==> config.mk <==
export PLATFORM = sky130hd
export DESIGN_NAME = coherence_bus_ctrl_flat
export DESIGN_NICKNAME = d
export VERILOG_FILES = /design/src/rtl/coherence_bus_ctrl_if.sv /design/src/rtl/coherence_bus_ctrl.sv /design/src/flat_wrapper.sv
export SDC_FILE = /design/constraint.sdc
export NUM_CORES = 1
export LEC_CHECK = 0
export CAP_MARGIN = 20
export CORE_AREA = 2 2 159 161
export CTS_CLUSTER_SIZE = 24
export DETAILED_ROUTE_END_ITERATION = 7
export DIE_AREA = 0 0 161 163
export PLACE_DENSITY = 0.44
export SLEW_MARGIN = 10
export SYNTH_ARGS = -nofsm -noshare
export SYNTH_HDL_FRONTEND = slang
export SYNTH_SLANG_ARGS = --single-unit
==> constraint.sdc <==
create_clock -name CLK -period 2.5 [get_ports CLK]
set_clock_uncertainty 0.05 [all_clocks]
set_input_delay 0.5 -clock CLK [delete_from_list [all_inputs] [get_ports CLK]]
set_output_delay 0.5 -clock CLK [all_outputs]
set_load 0.02 [all_outputs]
==> src/rtl/coherence_bus_ctrl_if.sv <==
// Cache/memory side bundle of the coherence bus controller.
interface coherence_bus_ctrl_if #(
  parameter int unsigned NCORES      = 2,
  parameter int unsigned BLOCK_WORDS = 2
);
  localparam int unsigned WIDX_W = (BLOCK_WORDS > 1) ? $clog2(BLOCK_WORDS) : 1;

  // icache side
  logic [NCORES-1:0]    iREN;
  logic [32*NCORES-1:0] iaddr;
  logic [NCORES-1:0]    iwait;
  logic [31:0]          iload;

  // dcache side
  logic [NCORES-1:0]    dREN;
  logic [NCORES-1:0]    dWEN;
  logic [NCORES-1:0]    ccwrite;
  logic [32*NCORES-1:0] daddr;
  logic [32*NCORES-1:0] dstore;
  logic [NCORES-1:0]    dwait;
  logic [31:0]          dload;
  logic [WIDX_W-1:0]    word_idx;

  // snoop side
  logic [NCORES-1:0]    ccwait;
  logic [NCORES-1:0]    ccinv;
  logic [31:0]          ccsnoopaddr;
  logic [NCORES-1:0]    ccvalid;
  logic [NCORES-1:0]    cchit;

  // memory side
  logic                 ramREN;
  logic                 ramWEN;
  logic [31:0]          ramaddr;
  logic [31:0]          ramstore;
  logic [31:0]          ramload;
  logic                 ramready;

  // Controller view
  modport master (
    input  iREN, iaddr, dREN, dWEN, ccwrite, daddr, dstore, ccvalid, cchit,
           ramload, ramready,
    output iwait, iload, dwait, dload, word_idx, ccwait, ccinv, ccsnoopaddr,
           ramREN, ramWEN, ramaddr, ramstore
  );

  // Caches and memory view
  modport slave (
    output iREN, iaddr, dREN, dWEN, ccwrite, daddr, dstore, ccvalid, cchit,
           ramload, ramready,
    input  iwait, iload, dwait, dload, word_idx, ccwait, ccinv, ccsnoopaddr,
           ramREN, ramWEN, ramaddr, ramstore
  );
endinterface

==> src/rtl/coherence_bus_ctrl.sv <==
// Multi-core coherence bus controller: arbitrates icache fills, dcache
// writebacks and snooping dcache block loads onto a single RAM port, with
// cache-to-cache transfer when a peer holds the block dirty.
module coherence_bus_ctrl #(
  parameter int unsigned NCORES      = 2,
  parameter int unsigned BLOCK_WORDS = 2
) (
  input logic             CLK,
  input logic             RST,
  coherence_bus_ctrl_if.master bus
);

  localparam int unsigned WIDX_W = (BLOCK_WORDS > 1) ? $clog2(BLOCK_WORDS) : 1;
  localparam int unsigned OWN_W  = $clog2(NCORES);
  localparam logic [31:0] BLK_MASK = ~32'(BLOCK_WORDS * 4 - 1);
  localparam logic [WIDX_W-1:0] LAST_K    = WIDX_W'(BLOCK_WORDS - 1);
  localparam logic [OWN_W-1:0]  LAST_CORE = OWN_W'(NCORES - 1);

  localparam logic [2:0] S_IDLE   = 3'd0;
  localparam logic [2:0] S_IFETCH = 3'd1;
  localparam logic [2:0] S_DWB    = 3'd2;
  localparam logic [2:0] S_SNOOP  = 3'd3;
  localparam logic [2:0] S_DLD    = 3'd4;
  localparam logic [2:0] S_CCXFER = 3'd5;

  logic [2:0]        state, state_nx;
  logic [OWN_W-1:0]  owner, owner_nx;
  logic [OWN_W-1:0]  supplier, supplier_nx;
  logic [OWN_W-1:0]  iptr, iptr_nx;
  logic [OWN_W-1:0]  dptr, dptr_nx;
  logic [WIDX_W-1:0] k, k_nx;
  logic              inv, inv_nx;

  logic [NCORES-1:0] d_req, owner_oh, supplier_oh, others, hits;
  logic              d_any, i_any, snoop_done, last_word;
  logic [OWN_W-1:0]  d_gnt, i_gnt, h_gnt;
  logic [31:0]       own_iaddr, own_daddr, own_store, sup_store, base, waddr;

  // Index ptr+off wrapped into the core range
  function automatic logic [OWN_W-1:0] rr_idx(input logic [OWN_W-1:0] ptr,
                                              input int unsigned off);
    int unsigned s;
    s = (32'(ptr) + off) % NCORES;
    return OWN_W'(s);
  endfunction

  // Successor pointer with wrap NCORES-1 -> 0
  function automatic logic [OWN_W-1:0] inc(input logic [OWN_W-1:0] x);
    return (x == LAST_CORE) ? '0 : x + OWN_W'(1);
  endfunction

  // Round-robin grants, lowest-index snoop hit and per-core lane muxes
  always_comb begin
    d_req       = bus.dREN | bus.dWEN;
    d_any       = 1'b0;
    d_gnt       = '0;
    i_any       = 1'b0;
    i_gnt       = '0;
    h_gnt       = '0;
    own_iaddr   = '0;
    own_daddr   = '0;
    own_store   = '0;
    sup_store   = '0;
    owner_oh    = NCORES'(1) << owner;
    supplier_oh = NCORES'(1) << supplier;
    others      = ~owner_oh;
    hits        = bus.cchit & bus.ccvalid & others;
    snoop_done  = &(bus.ccvalid | owner_oh);
    for (int unsigned i = 0; i < NCORES; i++) begin
      if (!d_any && d_req[rr_idx(dptr, i)]) begin
        d_any = 1'b1;
        d_gnt = rr_idx(dptr, i);
      end
      if (!i_any && bus.iREN[rr_idx(iptr, i)]) begin
        i_any = 1'b1;
        i_gnt = rr_idx(iptr, i);
      end
    end
    for (int unsigned i = NCORES; i > 0; i--) begin
      if (hits[OWN_W'(i - 1)]) h_gnt = OWN_W'(i - 1);
    end
    for (int unsigned i = 0; i < NCORES; i++) begin
      if (owner == OWN_W'(i)) begin
        own_iaddr = bus.iaddr[32*i +: 32];
        own_daddr = bus.daddr[32*i +: 32];
        own_store = bus.dstore[32*i +: 32];
      end
      if (supplier == OWN_W'(i)) sup_store = bus.dstore[32*i +: 32];
    end
    base      = own_daddr & BLK_MASK;
    waddr     = base + (32'(k) << 2);
    last_word = (k == LAST_K);
  end

  // Next-state and bus outputs
  always_comb begin
    state_nx        = state;
    owner_nx        = owner;
    supplier_nx     = supplier;
    iptr_nx         = iptr;
    dptr_nx         = dptr;
    k_nx            = k;
    inv_nx          = inv;
    bus.iwait       = '1;
    bus.dwait       = '1;
    bus.ccwait      = '0;
    bus.ccinv       = '0;
    bus.ccsnoopaddr = '0;
    bus.ramREN      = 1'b0;
    bus.ramWEN      = 1'b0;
    bus.ramaddr     = '0;
    bus.ramstore    = '0;
    bus.iload       = '0;
    bus.dload       = '0;
    bus.word_idx    = k;
    case (state)
      S_IDLE: begin
        if (d_any) begin
          owner_nx = d_gnt;
          dptr_nx  = inc(d_gnt);
          k_nx     = '0;
          inv_nx   = bus.ccwrite[d_gnt];
          state_nx = bus.dWEN[d_gnt] ? S_DWB : S_SNOOP;
        end else if (i_any) begin
          owner_nx = i_gnt;
          iptr_nx  = inc(i_gnt);
          state_nx = S_IFETCH;
        end
      end
      S_IFETCH: begin
        bus.ramREN  = 1'b1;
        bus.ramaddr = own_iaddr;
        bus.iload   = bus.ramload;
        if (bus.ramready) begin
          bus.iwait = ~owner_oh;
          state_nx  = S_IDLE;
        end
      end
      S_DWB, S_DLD: begin
        bus.ramWEN  = (state == S_DWB);
        bus.ramREN  = (state == S_DLD);
        bus.ramaddr = waddr;
        if (state == S_DWB) bus.ramstore = own_store;
        else                bus.dload    = bus.ramload;
        if (bus.ramready) begin
          bus.dwait = ~owner_oh;
          k_nx      = last_word ? '0 : k + WIDX_W'(1);
          if (last_word) state_nx = S_IDLE;
        end
      end
      S_SNOOP: begin
        bus.ccsnoopaddr = base;
        bus.ccwait      = others;
        bus.ccinv       = inv ? others : '0;
        if (snoop_done) begin
          if (|hits) begin
            supplier_nx = h_gnt;
            state_nx    = S_CCXFER;
          end else begin
            state_nx    = S_DLD;
          end
        end
      end
      S_CCXFER: begin
        bus.ccsnoopaddr = base;
        bus.ccwait      = supplier_oh;
        bus.ccinv       = inv ? supplier_oh : '0;
        bus.ramWEN      = 1'b1;
        bus.ramaddr     = waddr;
        bus.ramstore    = sup_store;
        bus.dload       = sup_store;
        if (bus.ramready) begin
          bus.dwait = ~(owner_oh | supplier_oh);
          k_nx      = last_word ? '0 : k + WIDX_W'(1);
          if (last_word) state_nx = S_IDLE;
        end
      end
      default: state_nx = S_IDLE;
    endcase
  end

  // State and bookkeeping registers
  always_ff @(posedge CLK) begin
    if (RST) begin
      state    <= S_IDLE;
      owner    <= '0;
      supplier <= '0;
      iptr     <= '0;
      dptr     <= '0;
      k        <= '0;
      inv      <= 1'b0;
    end else begin
      state    <= state_nx;
      owner    <= owner_nx;
      supplier <= supplier_nx;
      iptr     <= iptr_nx;
      dptr     <= dptr_nx;
      k        <= k_nx;
      inv      <= inv_nx;
    end
  end

endmodule

==> src/flat_wrapper.sv <==
// flat-port wrapper written by rule: the top's interface ports become plain ports
module coherence_bus_ctrl_flat 
#(
  parameter int unsigned NCORES      = 2,
  parameter int unsigned BLOCK_WORDS = 2
)
  (CLK, RST, bus_iREN, bus_iaddr, bus_dREN, bus_dWEN, bus_ccwrite, bus_daddr, bus_dstore, bus_ccvalid, bus_cchit, bus_ramload, bus_ramready, bus_iwait, bus_iload, bus_dwait, bus_dload, bus_word_idx, bus_ccwait, bus_ccinv, bus_ccsnoopaddr, bus_ramREN, bus_ramWEN, bus_ramaddr, bus_ramstore);
  coherence_bus_ctrl_if #(.NCORES(NCORES), .BLOCK_WORDS(BLOCK_WORDS)) bus_i ();
  input logic CLK;
  input logic RST;
  input wire logic [$bits(bus_i.iREN)-1:0] bus_iREN;
  input wire logic [$bits(bus_i.iaddr)-1:0] bus_iaddr;
  input wire logic [$bits(bus_i.dREN)-1:0] bus_dREN;
  input wire logic [$bits(bus_i.dWEN)-1:0] bus_dWEN;
  input wire logic [$bits(bus_i.ccwrite)-1:0] bus_ccwrite;
  input wire logic [$bits(bus_i.daddr)-1:0] bus_daddr;
  input wire logic [$bits(bus_i.dstore)-1:0] bus_dstore;
  input wire logic [$bits(bus_i.ccvalid)-1:0] bus_ccvalid;
  input wire logic [$bits(bus_i.cchit)-1:0] bus_cchit;
  input wire logic [$bits(bus_i.ramload)-1:0] bus_ramload;
  input wire logic [$bits(bus_i.ramready)-1:0] bus_ramready;
  output wire logic [$bits(bus_i.iwait)-1:0] bus_iwait;
  output wire logic [$bits(bus_i.iload)-1:0] bus_iload;
  output wire logic [$bits(bus_i.dwait)-1:0] bus_dwait;
  output wire logic [$bits(bus_i.dload)-1:0] bus_dload;
  output wire logic [$bits(bus_i.word_idx)-1:0] bus_word_idx;
  output wire logic [$bits(bus_i.ccwait)-1:0] bus_ccwait;
  output wire logic [$bits(bus_i.ccinv)-1:0] bus_ccinv;
  output wire logic [$bits(bus_i.ccsnoopaddr)-1:0] bus_ccsnoopaddr;
  output wire logic [$bits(bus_i.ramREN)-1:0] bus_ramREN;
  output wire logic [$bits(bus_i.ramWEN)-1:0] bus_ramWEN;
  output wire logic [$bits(bus_i.ramaddr)-1:0] bus_ramaddr;
  output wire logic [$bits(bus_i.ramstore)-1:0] bus_ramstore;
  assign bus_i.iREN = bus_iREN;
  assign bus_i.iaddr = bus_iaddr;
  assign bus_i.dREN = bus_dREN;
  assign bus_i.dWEN = bus_dWEN;
  assign bus_i.ccwrite = bus_ccwrite;
  assign bus_i.daddr = bus_daddr;
  assign bus_i.dstore = bus_dstore;
  assign bus_i.ccvalid = bus_ccvalid;
  assign bus_i.cchit = bus_cchit;
  assign bus_i.ramload = bus_ramload;
  assign bus_i.ramready = bus_ramready;
  assign bus_iwait = bus_i.iwait;
  assign bus_iload = bus_i.iload;
  assign bus_dwait = bus_i.dwait;
  assign bus_dload = bus_i.dload;
  assign bus_word_idx = bus_i.word_idx;
  assign bus_ccwait = bus_i.ccwait;
  assign bus_ccinv = bus_i.ccinv;
  assign bus_ccsnoopaddr = bus_i.ccsnoopaddr;
  assign bus_ramREN = bus_i.ramREN;
  assign bus_ramWEN = bus_i.ramWEN;
  assign bus_ramaddr = bus_i.ramaddr;
  assign bus_ramstore = bus_i.ramstore;
  coherence_bus_ctrl #(.NCORES(NCORES), .BLOCK_WORDS(BLOCK_WORDS)) u_core (.CLK(CLK), .RST(RST), .bus(bus_i));
endmodule
; ---- After elaboration in Yosys (flattened, before gate mapping)
; Cells that the tools add are included.
[op_classes]
n_shift = 2
n_reduce_logical = 18
addsub = 6
muxes = 60
eq_ne = 11
bitwise_logic = 8
magnitude_cmp = 5
[ops]
columns = op, count
row1 = 2-to-1 mux 32 bit, 8
row2 = case mux 32 bit (2 select lines), 3
row3 = adder 32 x 3 -> 32 bit, 1
row4 = 2-to-1 mux 1 bit, 31
row5 = 2-to-1 mux 3 bit, 6
row6 = case mux 2 bit (2 select lines), 3
row7 = case mux 3 bit (4 select lines), 1
row8 = less-than comparator 1 x 2 -> 1 bit (second input constant), 5
row9 = 2-to-1 mux 2 bit, 5
row10 = inequality test 2 x 1 -> 1 bit (second input constant), 4
row11 = equality test 3 x 2 -> 1 bit (second input constant), 2
row12 = equality test 3 bit (second input constant), 2
row13 = bitwise OR 2 bit, 3
row14 = case mux 1 bit (2 select lines), 3
row15 = AND reduction 2 bit, 3
row16 = AND reduction 3 bit, 2
row17 = OR reduction 2 bit, 3
row18 = adder 1 bit (second input constant), 5
row19 = AND reduction 5 bit, 1
row20 = AND 2 bit, 2
row21 = inverter 2 bit, 2
row22 = AND reduction 4 bit, 1
row23 = nonzero test 2 bit, 2
row24 = << shifter 1 x 1 -> 2 bit (first input constant), 2
row25 = other kinds (8), 10
[totals]
reg_bits = 9
out_inout_bits = 171
elab_cells = 117
inputBits = 239

; ---- Longest topological paths before layout
; Gate-level depths: netlist (run 1).
[logic_depth]
word_depth = 12
depth_mapped = 6
mapped_depth_nobuf = 4

; ---- Least setup slack after synthesis (run 1)
; No wires, ideal clock.
[synth_timing]
kind = register to output
from = reg u_core.owner
to = out bus_ccinv[1]
n_path_buf = 2
setup_slack_ns = 0.172
required_ns = 1.950
arrival_ns = 1.778
path_stages_with_launch = 5
path_cell_list = dfxtp_1 > buf_1 > clkbuf_1 > o22ai_1 > and2_1
[synth_via]
elab_chain_cells = 4
[synth_lines]
columns = element, line
row1 = start: declaration, coherence_bus_ctrl.sv:27  ; logic [OWN_W-1:0] owner, owner_nx;
row2 = start signal: assignment, coherence_bus_ctrl.sv:194  ; owner <= owner_nx;
row3 = << shifter 1 x 1 -> 2 bit, coherence_bus_ctrl.sv:64  ; owner_oh = NCORES'(1) << owner;
row4 = inverter 2 bit, coherence_bus_ctrl.sv:66  ; others = ~owner_oh;
row5 = 2-to-1 mux 2 bit, coherence_bus_ctrl.sv:154  ; bus.ccinv = inv ? others : '0;
row6 = case mux 2 bit (2 select lines), coherence_bus_ctrl.sv:116  ; case (state)
row7 = end: declaration, flat_wrapper.sv:28  ; output wire logic [$bits(bus_i.ccinv)-1:0] bus_ccinv;
; Every way passes these cells.

; ---- Worst setup path in the final report (run 1)
[layout_timing]
from = reg u_core.state[0]
to = out bus_iload[6]
[layout_via]
elab_chain_cells = 2
[layout_lines]
columns = element, line
row1 = start: declaration, coherence_bus_ctrl.sv:26  ; logic [2:0] state, state_nx;
row2 = start signal: assignment, coherence_bus_ctrl.sv:193  ; state <= state_nx;
row3 = equality test 3 x 1 -> 1 bit, coherence_bus_ctrl.sv:116
row4 = 2-to-1 mux 32 bit, coherence_bus_ctrl.sv:116
row5 = end: declaration, flat_wrapper.sv:23  ; output wire logic [$bits(bus_i.iload)-1:0] bus_iload;
; Every way passes these cells.

==> results of run 1 <==
-- per-stage QoR --
stage,util,cells
global placement,0.312,1146
floorplan,-,389
detailed placement,0.312,1146
CTS,0.313,1154
finish,0.310,1154
global route,0.310,1154
-- state kept, by name, indices dropped and copies added (netlist names) --
register	cells
u_core.iptr	1
u_core.supplier	1
u_core.dptr	1
u_core.state	3
u_core.owner	1
u_core.bus.word_idx	1
u_core.inv	1
-- layout make-up --
type                    count  share of cell area
clock buffers               4              0.0103
multi-input cells         304               0.308
flip-flops and latches      9              0.0242
well taps                 330              0.0540
inverters                  34              0.0167
repair buffers            473               0.587
-- per-layer routing --
| layer | wire length (um) | up-vias |
|---|---|---|
| li1 | - | 2352 |
| met1 | 8520 | 2278 |
| met2 | 11000 | 263 |
| met3 | 2180 | 6 |
| met4 | 91 | 0 |
| met5 | 0 | - |
-- power by group through the flow --
stage | Clock, mW | Sequential [mW] | Combinational (mW)
2_1_floorplan | 0 | 0.229 | 2.54
3_3_place_gp | 0 | 0.276 | 5.47
3_5_place_dp | 0 | 0.279 | 5.45
4_1_cts | 0.290 | 0.285 | 5.18
5_1_grt | 0.304 | 0.291 | 5.42
6_report | 0.288 | 0.281 | 5.09
-- how the worst max path moves through the flow --
| stage | startpoint | to | slack, ps | cells after the start |
|---|---|---|---|---|
| 2_1_floorplan | u_core.owner | bus_ccinv[1] | 170 | 4 |
| 5_1_grt | u_core.state[2] | bus_dload[25] | -3 | 7 |
| 4_1_cts | u_core.state[2] | bus_ramaddr[3] | 0.9 | 6 |
| 3_5_place_dp | u_core.state[1] | bus_dload[15] | -220 | 6 |
| 6_report | u_core.state[0] | bus_iload[6] | 80 | 6 |
| 3_3_place_gp | u_core.state[1] | bus_dload[25] | -190 | 6 |
-- what timing repair did --
action,in CTS,in global routing
buffers inserted,4,0
resized for setup,163,146
pin swaps,3,5
endpoints found under the setup margin,160,102
-- cell usage in the layout (no fill, tap or decap), types with 3 or more instances in the layout --
| cell | n |
|---|---|
| clkdlybuf4s15_1 | 28 |
| a22o_1 | 32 |
| clkbuf_2 | 51 |
| nor2_4 | 3 |
| dfxtp_1 | 7 |
| and2_1 | 36 |
| nand2_1 | 7 |
| dlygate4sd2_1 | 57 |
| buf_6 | 3 |
| buf_12 | 16 |
| o22ai_4 | 3 |
| a211oi_1 | 3 |
| o21ai_0 | 4 |
| clkbuf_16 | 4 |
| nand2b_1 | 3 |
| a21oi_1 | 5 |
| mux2i_1 | 57 |
| o22ai_1 | 29 |
| a222oi_1 | 32 |
| conb_1 | 3 |
| mux2i_2 | 6 |
| nor2_1 | 44 |
| o22ai_2 | 3 |
| o21ai_1 | 4 |
| buf_4 | 65 |
| inv_1 | 34 |
| dlymetal6s2s_1 | 17 |
| clkdlybuf4s50_1 | 233 |
-- worst reg2reg max path: cells and delay by family, from the launching register on --
family | cells | cell delay [ps]
AND/OR/NAND/NOR | 2 | 850
flip-flops | 1 | 340
buffers and inverters | 2 | 310
multiplexers | 1 | 300
AO/OA/AOI/OAI | 1 | 200
-- kinds of logic after synthesis --
logic type | count (synthesis)
multiplexers | 64
XOR/XNOR | 1
flip-flops | 9
other | 1
AO/OA/AOI/OAI | 123
AND/OR/NAND/NOR | 113
buffers and inverters | 76
==> flow_summary.yaml, run 1 <==
outcome:
  status: "completed"
timing:
  setup_tns_ps: 0
  slew_viol_final: 0
  hold_viol: 0
  fin_crit_ps: 2420
  fin_crit_sh: 0.968
  setup_slack_ps: 80.3
  max_freq_mhz: 413
  rsz0062_at_grt: "yes"
  setup_viol: 0
  holdWs_ps: 431
placement:
  routabilityCongestion: 0.733
  dp_slack_ps: -218
  hpwl_um: 17900
  dpl-instance-area_um2: 7690
  portBuffers: 400
synthesis:
  synth_xor_area_frac: 0.00325
  yosysWarnings: 0
  synth_top_family_by_area: "compound AO/OA/AOI/OAI gates"
  ys.flop_type: "dfxtp_1"
  netlist_area_um2: 2700
  netlist.area_leader.share: 0.234
  synth_edf_count: 0
  ys_seq_area_frac: 0.0668
  yosys.area_share.adder: 0
  synthArstFlopShare: 0
  synth.most_common_cell: "mux2i_1"
  synth_compound_area_frac: 0.363
  synthCells: 387
  syn_area_per_cell_um2: 6.97
  synth_area_leader_cell: "mux2i_1"
  synth_commonest_cells: "mux2i_1 (63), nor2_1 (48), and2_1 (36)"
  ys_ff_latch: 9
  synthSimpleGateAreaFrac: 0.215
  synth_cell_types: 39
  synthTopCellsByArea: "mux2i_1 (23%), a222oi_1 (12%), a22o_1 (10%), and2_1 (8.4%), o22ai_1 (8.1%)"
  synthMuxAreaShare: 0.239
worst_setup_path:
  crit_type: "reg -> out"
  cp-start-kind: "register"
  cp_num_buf_inv: 4
  cp.arrival_ps: 1870
  r2r_slack_ps: 350
  endpoint_kind: "primary output"
  cp_data_required_time_ps: 1950
  r2r_end: "u_core.state[2]"
  r2r-start: "u_core.state[0]"
  crit_top_cell: "buf_4"
  rr_worst_depth: 6
  cp_top_family: "buffers and inverters"
  crit_fanout: 34
  crit_path_max_incr_delay_ps: 380
  critPathSlowestCell: "dfxtp_1"
  path_cells: "buf_4, buf_4, nor3b_2, clkbuf_16, and2_1, dlygate4sd2_1"
power:
  leakagePower_nw: 3.78
  power_frac_clock: 0.051
  power_frac_comb: 0.900
  switchingPower_mw: 2.91
  pwr-share-seq: 0.050
  power_mw: 5.66
  max-vdd-ir-drop_v: 0.000303
  power_density_nw_per_um2: 741
  switching_share: 0.514
  cell_internal_pwr_mw: 2.75
die:
  rows: 58
  io_pins: 410
  fp.dieW_um: 161
  die_h_um: 163
  core-area_um2: 24700
  start_util: 0.109
  dieArea_um2: 26200
drt:
  viasPerCell: 4.25
  drcViolationCount: 0
  avgRoutedWirePerCell_um: 18.9
  ant_nets: 0
  dr.pass1.iters: 8
  drt-total-wl_um: 21800
  num_vias: 4899
  drt_iter0_markers: 308
global_route:
  grt_use_met1: 0.172
  met3_usage: 0.0489
  busiest_layer: "met2"
  track_usage: 0.153
  grt_pass1_wl_um: 31200
  antenna_found_initial: 0
  grtUsageMet2: 0.292
  grt_pass1_vias: 5067
  grt_max_degree: 35
  grt_overflow: 0
clocking:
  clockBufferDepth: 2
  cts_sinks: 9
  clkLatencyLatePin_ps: 240
  cts_hold_buf: 0
  cts_tree: "yes"
  cts_buffers: 3
  clockRootBuffer: "clkbuf_16"
  htreeDepth: 1
  clk_pin_slew_ps: 40
min_path:
  hold_class: "reg -> reg"
  worstHoldEndpoint: "u_core.iptr"
  worstHoldStart: "u_core.iptr"
  hold_path_depth: 1
flow_run:
  maxCapViolations: 0
layout:
  nNetsFinal: 1064
  area_delta_synth_final_pct: 183
  fillers: 2733
  regArea_um2: 185
  antenna_cells: 0
  drive_gt1_frac: 0.203
  final_cell_area_um2: 7640
  multi_input_area_um2: 2350
Note: power is estimated with default switching activity, not from simulation.
==> run 2: changes to the inputs <==
--- a/config.mk
+++ b/config.mk
@@ -11,6 +11,7 @@
 export DETAILED_ROUTE_END_ITERATION = 7
 export DIE_AREA = 0 0 161 163
 export PLACE_DENSITY = 0.44
+export RECOVER_POWER = 100
 export SLEW_MARGIN = 10
 export SYNTH_ARGS = -nofsm -noshare
 export SYNTH_HDL_FRONTEND = slang
==> run 2 against run 1 <==
Critical path type is now in -> reg. Count of clock-buffer cells in the layout did not move. Worst setup slack worse by 8.2 ps. Total power shrank 3.8%. Core utilization shrank 1.2 points. Sequential cell count unchanged. Worst hold slack about the same. Cell area decreased by 3.7%. Clock power hardly changed.
==> flow_summary.yaml, run 2 (synthesis results as in run 1) <==
outcome:
  status: "completed"
global_route:
  grt_overflow: 0
  track_usage: 0.153
  grt_pass1_vias: 5067
  grt_max_degree: 35
  grt_pass1_wl_um: 31200
  antenna_found_initial: 0
power:
  leakagePower_nw: 3.30
  power_density_nw_per_um2: 740
  max-vdd-ir-drop_v: 0.000304
worst_setup_path:
  cp-start-kind: "input pin"
  crit_type: "in -> reg"
  crit_fanout: 3
  r2r-start: "u_core.state[0]"
  endpoint_kind: "register"
  cp_data_required_time_ps: 2570
  worstSetupStartpoint: "bus_dWEN[0]"
  cp.arrival_ps: 2500
drt:
  drt_iter0_markers: 317
  dr.pass1.iters: 6
  avgRoutedWirePerCell_um: 19.0
  drt-total-wl_um: 21900
  drcViolationCount: 0
  ant_nets: 0
  viasPerCell: 4.25
  num_vias: 4903
placement:
  portBuffers: 400
  routabilityCongestion: 0.733
  hpwl_um: 17900
  dp.cells: 1146
die:
  fp.dieW_um: 161
  dieArea_um2: 26200
  io_pins: 410
  die_h_um: 163
  start_util: 0.109
  rows: 58
  core-area_um2: 24700
min_path:
  worstHoldStart: "u_core.iptr"
  hold_class: "reg -> reg"
timing:
  fin_crit_sh: 0.971
  rsz0062_at_grt: "yes"
  slew_viol_final: 0
  setup_tns_ps: 0
  max_freq_mhz: 412
  fin_crit_ps: 2430
  hold_viol: 0
  setup_viol: 0
layout:
  layout_common_cells: "clkdlybuf4s50_1 (231), dlygate4sd2_1 (65), mux2i_1 (57), clkbuf_1 (57), buf_4 (56)"
  largest_reg_flops: 3
  nNetsFinal: 1064
  fillers: 2785
  drive_gt1_frac: 0.152
  final_cells: 1154
  antenna_cells: 0
  final_common_cell: "clkdlybuf4s50_1"
  area_delta_synth_final_pct: 173
  largest_register: "u_core.state"
clocking:
  cts_buffers: 3
  cts_tree: "yes"
  clk_pin_slew_ps: 40
  htreeDepth: 1
  cts_hold_buf: 0
  clkLatencyLatePin_ps: 230
  cts_sinks: 9
  clockBufferDepth: 2
  clockRootBuffer: "clkbuf_16"
flow_run:
  maxCapViolations: 0
## run 2: cell count changes in the layout (fill, tap and decap cells not counted), sizes merged
cell	change
clkbuf	+29
dlymetal6s2s	-17
buf	-12
clkdlybuf4s15	-8
dlygate4sd2	+8
clkdlybuf4s50	-2
dlygate4sd3	+2
## run 2: worst max-delay path: stages
cell	delay, ps
clkdlybuf4s50_1	410
or4_1	540
or4_1	520
o2111a_1	210
mux2_4	300
## run 2: what timing repair did
action | CTS | global route
setup endpoints to repair | 160 | 102
setup buffers | 4 | 0
pin swaps | 3 | 5
gates resized for setup | 163 | 146
## run 2: worst paths after layout
path | to | slack [ps] | cells after the start
worst max-delay path | u_core.state[2] | 70 | 5
worst min-delay path | u_core.iptr | 430 | 1
worst max register to register | u_core.state[2] | 320 | 6
worst min register to register | u_core.iptr | 430 | 1
## run 2: power breakdown
| part | leakage (nW) | total, mW | switching (mW) | internal [mW] |
|---|---|---|---|---|
| Combinational | 3.18 | 4.88 | 2.73 | 2.14 |
| Sequential | 0.0748 | 0.280 | 0.0839 | 0.196 |
| Clock | 0.0382 | 0.287 | 0.0732 | 0.214 |
| Total | 3.30 | 5.45 | 2.89 | 2.55 |
## run 2: final cells by class
class                   instances  area, um^2  share of cell area
clock buffers                   4        78.8              0.0107
multi-input cells             304        2340               0.318
flip-flops and latches          9         185              0.0252
well taps                     330         413              0.0561
repair buffers                473        4210               0.573
inverters                      34         128              0.0173
## run 2: through the flow
stage	setup slack (ps)	power (mW)	hold WS [ps]	instance area, um^2	util
after floorplan	172	2.77	398	2700	-
after global placement	-188	5.75	422	7690	0.312
after detailed placement	-218	5.73	421	7690	0.312
after CTS	0.917	5.75	430	7730	0.313
after global routing	-2.93	5.79	444	7360	0.298
final	72.0	5.45	431	7360	0.298
## run 2: per-layer routing
metal  vias up  track usage  share of wire
li1       2352            -              -
met1      2276        0.172           0.39
met2       269        0.292           0.51
met3         6       0.0489           0.10
met4         0       0.0150         0.0042
met5         -            0              0
